--- src/rtl/uart_receive.sv ---
// UART receiver (8 data bits, LSB first, idle-high line, configurable stop bits).
// Synchronises rx_in, samples each bit mid-period and holds the byte behind a valid/ack handshake.
module uart_receive #(
  parameter int unsigned CLKS_PER_BIT = 104,
  parameter int unsigned STOP_BITS    = 2
) (
  input  logic       clk,
  input  logic       reset,
  input  logic       rx_in,
  input  logic       rx_ack,
  output logic [7:0] rx_data,
  output logic       rx_valid,
  output logic       rx_busy,
  output logic       frame_err,
  output logic       overrun
);

  localparam int unsigned CNT_W = $clog2(CLKS_PER_BIT);
  localparam int unsigned HALF  = CLKS_PER_BIT / 2;

  localparam logic [CNT_W-1:0] CNT_HALF  = CNT_W'(HALF - 1);
  localparam logic [CNT_W-1:0] CNT_LAST  = CNT_W'(CLKS_PER_BIT - 1);
  localparam logic [1:0]       STOP_LAST = 2'(STOP_BITS - 1);

  typedef enum logic [1:0] {
    IDLE,
    START,
    DATA,
    STOP
  } state_t;

  state_t           state;
  logic             rx_meta;
  logic             rx_s;
  logic             rx_prev;
  logic [CNT_W-1:0] cnt;
  logic [2:0]       bit_idx;
  logic [1:0]       stop_idx;
  logic             stop_bad;
  logic [7:0]       shift;

  // Synchroniser, edge history, receive FSM and holding register
  always_ff @(posedge clk) begin
    if (reset) begin
      state     <= IDLE;
      rx_meta   <= 1'b1;
      rx_s      <= 1'b1;
      rx_prev   <= 1'b1;
      cnt       <= '0;
      bit_idx   <= '0;
      stop_idx  <= '0;
      stop_bad  <= 1'b0;
      shift     <= '0;
      rx_data   <= '0;
      rx_valid  <= 1'b0;
      rx_busy   <= 1'b0;
      frame_err <= 1'b0;
      overrun   <= 1'b0;
    end else begin
      rx_meta   <= rx_in;
      rx_s      <= rx_meta;
      rx_prev   <= rx_s;
      frame_err <= 1'b0;
      overrun   <= 1'b0;

      // Consumer ack; a good completion in the same cycle overrides below
      if (rx_ack && rx_valid) begin
        rx_valid <= 1'b0;
      end

      case (state)
        IDLE: begin
          // Only a genuine falling edge starts a frame, never a held-low line
          if (rx_prev && !rx_s) begin
            state   <= START;
            cnt     <= '0;
            rx_busy <= 1'b1;
          end
        end

        START: begin
          if (cnt == CNT_HALF) begin
            cnt <= '0;
            if (rx_s) begin
              state   <= IDLE;
              rx_busy <= 1'b0;
            end else begin
              state   <= DATA;
              bit_idx <= '0;
            end
          end else begin
            cnt <= cnt + CNT_W'(1);
          end
        end

        DATA: begin
          if (cnt == CNT_LAST) begin
            cnt            <= '0;
            shift[bit_idx] <= rx_s;
            bit_idx        <= bit_idx + 3'd1;
            if (bit_idx == 3'd7) begin
              state    <= STOP;
              stop_idx <= '0;
              stop_bad <= 1'b0;
            end
          end else begin
            cnt <= cnt + CNT_W'(1);
          end
        end

        STOP: begin
          if (cnt == CNT_LAST) begin
            cnt      <= '0;
            stop_bad <= stop_bad | ~rx_s;
            stop_idx <= stop_idx + 2'd1;
            if (stop_idx == STOP_LAST) begin
              // Leave mid-stop-bit so a start edge at the next boundary is caught
              state   <= IDLE;
              rx_busy <= 1'b0;
              if (stop_bad || !rx_s) begin
                frame_err <= 1'b1;
              end else if (!rx_valid || rx_ack) begin
                rx_data  <= shift;
                rx_valid <= 1'b1;
              end else begin
                overrun <= 1'b1;
              end
            end
          end else begin
            cnt <= cnt + CNT_W'(1);
          end
        end

        default: begin
          state   <= IDLE;
          rx_busy <= 1'b0;
        end
      endcase
    end
  end

endmodule

--- config.mk ---
export PLATFORM = sky130hd
export DESIGN_NAME = uart_receive
export DESIGN_NICKNAME = d
export VERILOG_FILES = /design/src/rtl/uart_receive.sv
export SDC_FILE = /design/constraint.sdc
export NUM_CORES = 1
export LEC_CHECK = 0
export CAP_MARGIN = 0
export CORE_ASPECT_RATIO = 1.5
export CORE_MARGIN = 8
export CORE_UTILIZATION = 60
export DETAILED_ROUTE_END_ITERATION = 8
export PLACE_DENSITY = 0.92
export SYNTH_ARGS = -nofsm -noshare
export SYNTH_HDL_FRONTEND = slang
export SYNTH_SLANG_ARGS = --single-unit
--- constraint.sdc ---
create_clock -name clk -period 5.2 [get_ports clk]
set_clock_uncertainty 0.05 [all_clocks]
set_input_delay 1.04 -clock clk [delete_from_list [all_inputs] [get_ports clk]]
set_output_delay 1.04 -clock clk [all_outputs]
set_load 0.01 [all_outputs]
==> impl_metrics.csv <==
group,metric,value,unit
routing,drc_errors,0,
pwr,peakVddDrop,0.000272,V
finish,drive_gt1_share,9.86,%
yosys,synth_edf_count,0,
timing,fin_crit_sh,44.8,%
routing,dr.pass1.iters,4,
floorplanning,die_h,82.8,µm
clock_network,clk_pin_slew,0.07,ns
hold_path,worstHoldPathType,"reg -> reg",
floorplanning,coreArea,2880,µm²
yosys,ys_async_sr_fraction,0,%
floorplanning,rows,24,
clock_network,cts-resized-gates,0,
timing,grt_setup_unrepaired,"false",
run_status,status,"complete, no violations",
placed_design,port_buffers,15,
finish,final_common_cell,"dfxtp_1",
timing,finalCriticalPeriod,2.33,ns
timing,whs,0.366,ns
placed_design,dp_hpwl,2650,µm
clock_network,post_cts_buffers,0,
yosys,synth.cell_area,1780,µm²
finish,fillers,221,
finish,syn2layout_area_growth,13.7,%
pwr,p_per_area,252,nW/µm²
timing,fmax,0.429,GHz
clock_network,ctsHoldBuffers,0,
setup_path,path_class,"in -> reg",
floorplanning,initial_core_util,61.8,%
pwr,power,511,µW
timing,setup_ws,2.87,ns
setup_path,endpoint_kind,"register",
routing,num_vias,1506,
yosys,synth_cell_types,38,
finish,nets,221,
clock_network,clock_latency,0.29,ns
grt,grt_max_degree,29,
yosys,yosys_register_bits,38,
routing,routed_wl,3780,µm
timing,finalSetupViolations,0,
routing,detail-route-antenna-nets,0,
routing,routedWlPerCell,15.0,µm
finish,final_cell_mix,"dfxtp_1 (38), nand2_1 (22), a21oi_1 (18)",
clock_network,cts_max_level,2,
setup_path,critPathLaunchType,"primary input",
hold_path,whs_path_depth,1,
timing,relSlewSlack,43.9,%
finish,multi_input_area,953,µm²
routing,drt-vias-per-instance,5.98,
yosys,syn_nets,208,
floorplanning,dieArea,5010,µm²
floorplanning,io_pins,16,
run,drv_cap,0,
clock_network,root_buffer,"clkbuf_8",
pwr,power.leakage,0.726,nW
placed_design,gp_congestion,0.788,
placed_design,placed_area,1950,µm²
setup_path,r2r_cells,4,
yosys,synthFlopType,"dfxtp_1",
clock_network,cts_tree,"built",
clock_network,clock_sinks,38,
setup_path,cp.required,5.32,ns
placed_design,place_worst_setup_slack,2.62,ns
finish,stdcell_area,2030,µm²
clock_network,clockBufferDepth,2,
timing,finalHoldViolCount,0,
floorplanning,die_x,60.5,µm
setup_path,worst-endpoint-arrival,2.45,ns
grt,grt_pass1_wl,6500,µm
yosys,yosysSeqAreaShare,42.7,%
grt,grt_pass1_vias,1416,
yosys,ys_warn_count,0,
grt,grt_overflow,0,
grt,antenna_found_initial,0,
finish,final_util,70.3,%
finish,regArea,761,µm²
placed_design,dp_cells,245,
finish,diodes,0,
routing,drt_first_iter_violations,57,
grt,grt_usage,17.0,%
yosys,syn-instance-count,200,
finish,fin_cells,252,
clock_network,cts-buffers-inserted,5,
timing,fin_tns_setup,0,ns
timing,worst_pin_slew,0.836,ns
yosys,synth.avg_cell_area,8.91,µm²
timing,maxSlewViolCount,0,
setup_path,cp_max_fo,28,
## kinds of logic (layout without fill, tap and decap cells)
group                    count (synthesis)  count (layout)  share of synthesized area, %
AO/OA/AOI/OAI                           51              51                          18.5
adder cells (fa/ha/maj)                  4               4                          2.81
buffers and inverters                   17              30                          3.86
flip-flops                              38              38                          42.7
multiplexers                            10              10                          5.61
AND/OR/NAND/NOR                         80              80                          26.5
## routing by layer
metal	up-vias	track usage [%]	share of wire, %
met5	-	0	0
met4	0	10.3	2.8
met3	13	5.12	4.0
met2	42	27.3	49
met1	699	19.4	44
li1	752	-	-
## registers in the layout, indices dropped and copies added (netlist names), named ones only
register / count
rx_data: 8
shift: 8
cnt: 7
bit_idx: 3
stop_idx: 2
frame_err: 1
overrun: 1
rx_busy: 1
rx_meta: 1
rx_prev: 1
rx_s: 1
rx_valid: 1
state: 1
stop_bad: 1
## worst paths after layout
check | start | end | slack, ns
max | reset | shift[4] | 2.87
min | rx_meta | rx_s | 0.37
max reg2reg | cnt[3] | rx_data[1] | 3.14
min reg2reg | rx_meta | rx_s | 0.37
## cells in the mapped netlist (all sizes together) (2+ instances only)
library cell / instances / area, µm²
a211oi: 3 / 22.5
a21oi: 19 / 98.9
a22o: 3 / 26.3
buf: 4 / 20.0
clkbuf: 6 / 22.5
dfxtp: 38 / 761
ha: 4 / 50.1
inv: 7 / 26.3
mux2i: 10 / 100
nand2: 23 / 88.8
nand2b: 3 / 18.8
nand3: 6 / 30.0
nand4: 10 / 62.6
nor2: 11 / 41.3
nor2b: 6 / 37.5
nor3: 10 / 60.1
nor4: 4 / 70.1
o21a: 2 / 15.0
o21ai: 14 / 70.1
o21bai: 2 / 15.0
o22ai: 2 / 12.5
or2: 2 / 12.5
## critical path, stage by stage
cell and delay, ns:
clkdlybuf4s50_1 0.46, buf_4 0.28, inv_1 0.25, nand2_1 0.29, mux2i_1 0.12
## final cells by class
| class | instances | area share, % |
|---|---|---|
| repair buffers | 16 | 7.78 |
| clock inverters | 1 | 0.370 |
| multi-input cells | 145 | 47.0 |
| well taps | 39 | 2.41 |
| clock buffers | 6 | 3.58 |
| inverters | 7 | 1.30 |
| flip-flops and latches | 38 | 37.5 |
## power by group
part           switching, mW  leakage [nW]  internal, mW
clock                  0.101        0.0373        0.0918
sequential           0.00285         0.307         0.293
combinational         0.0139         0.382       0.00812
total                  0.118         0.726         0.393
Power figures use the tool's default switching activity.
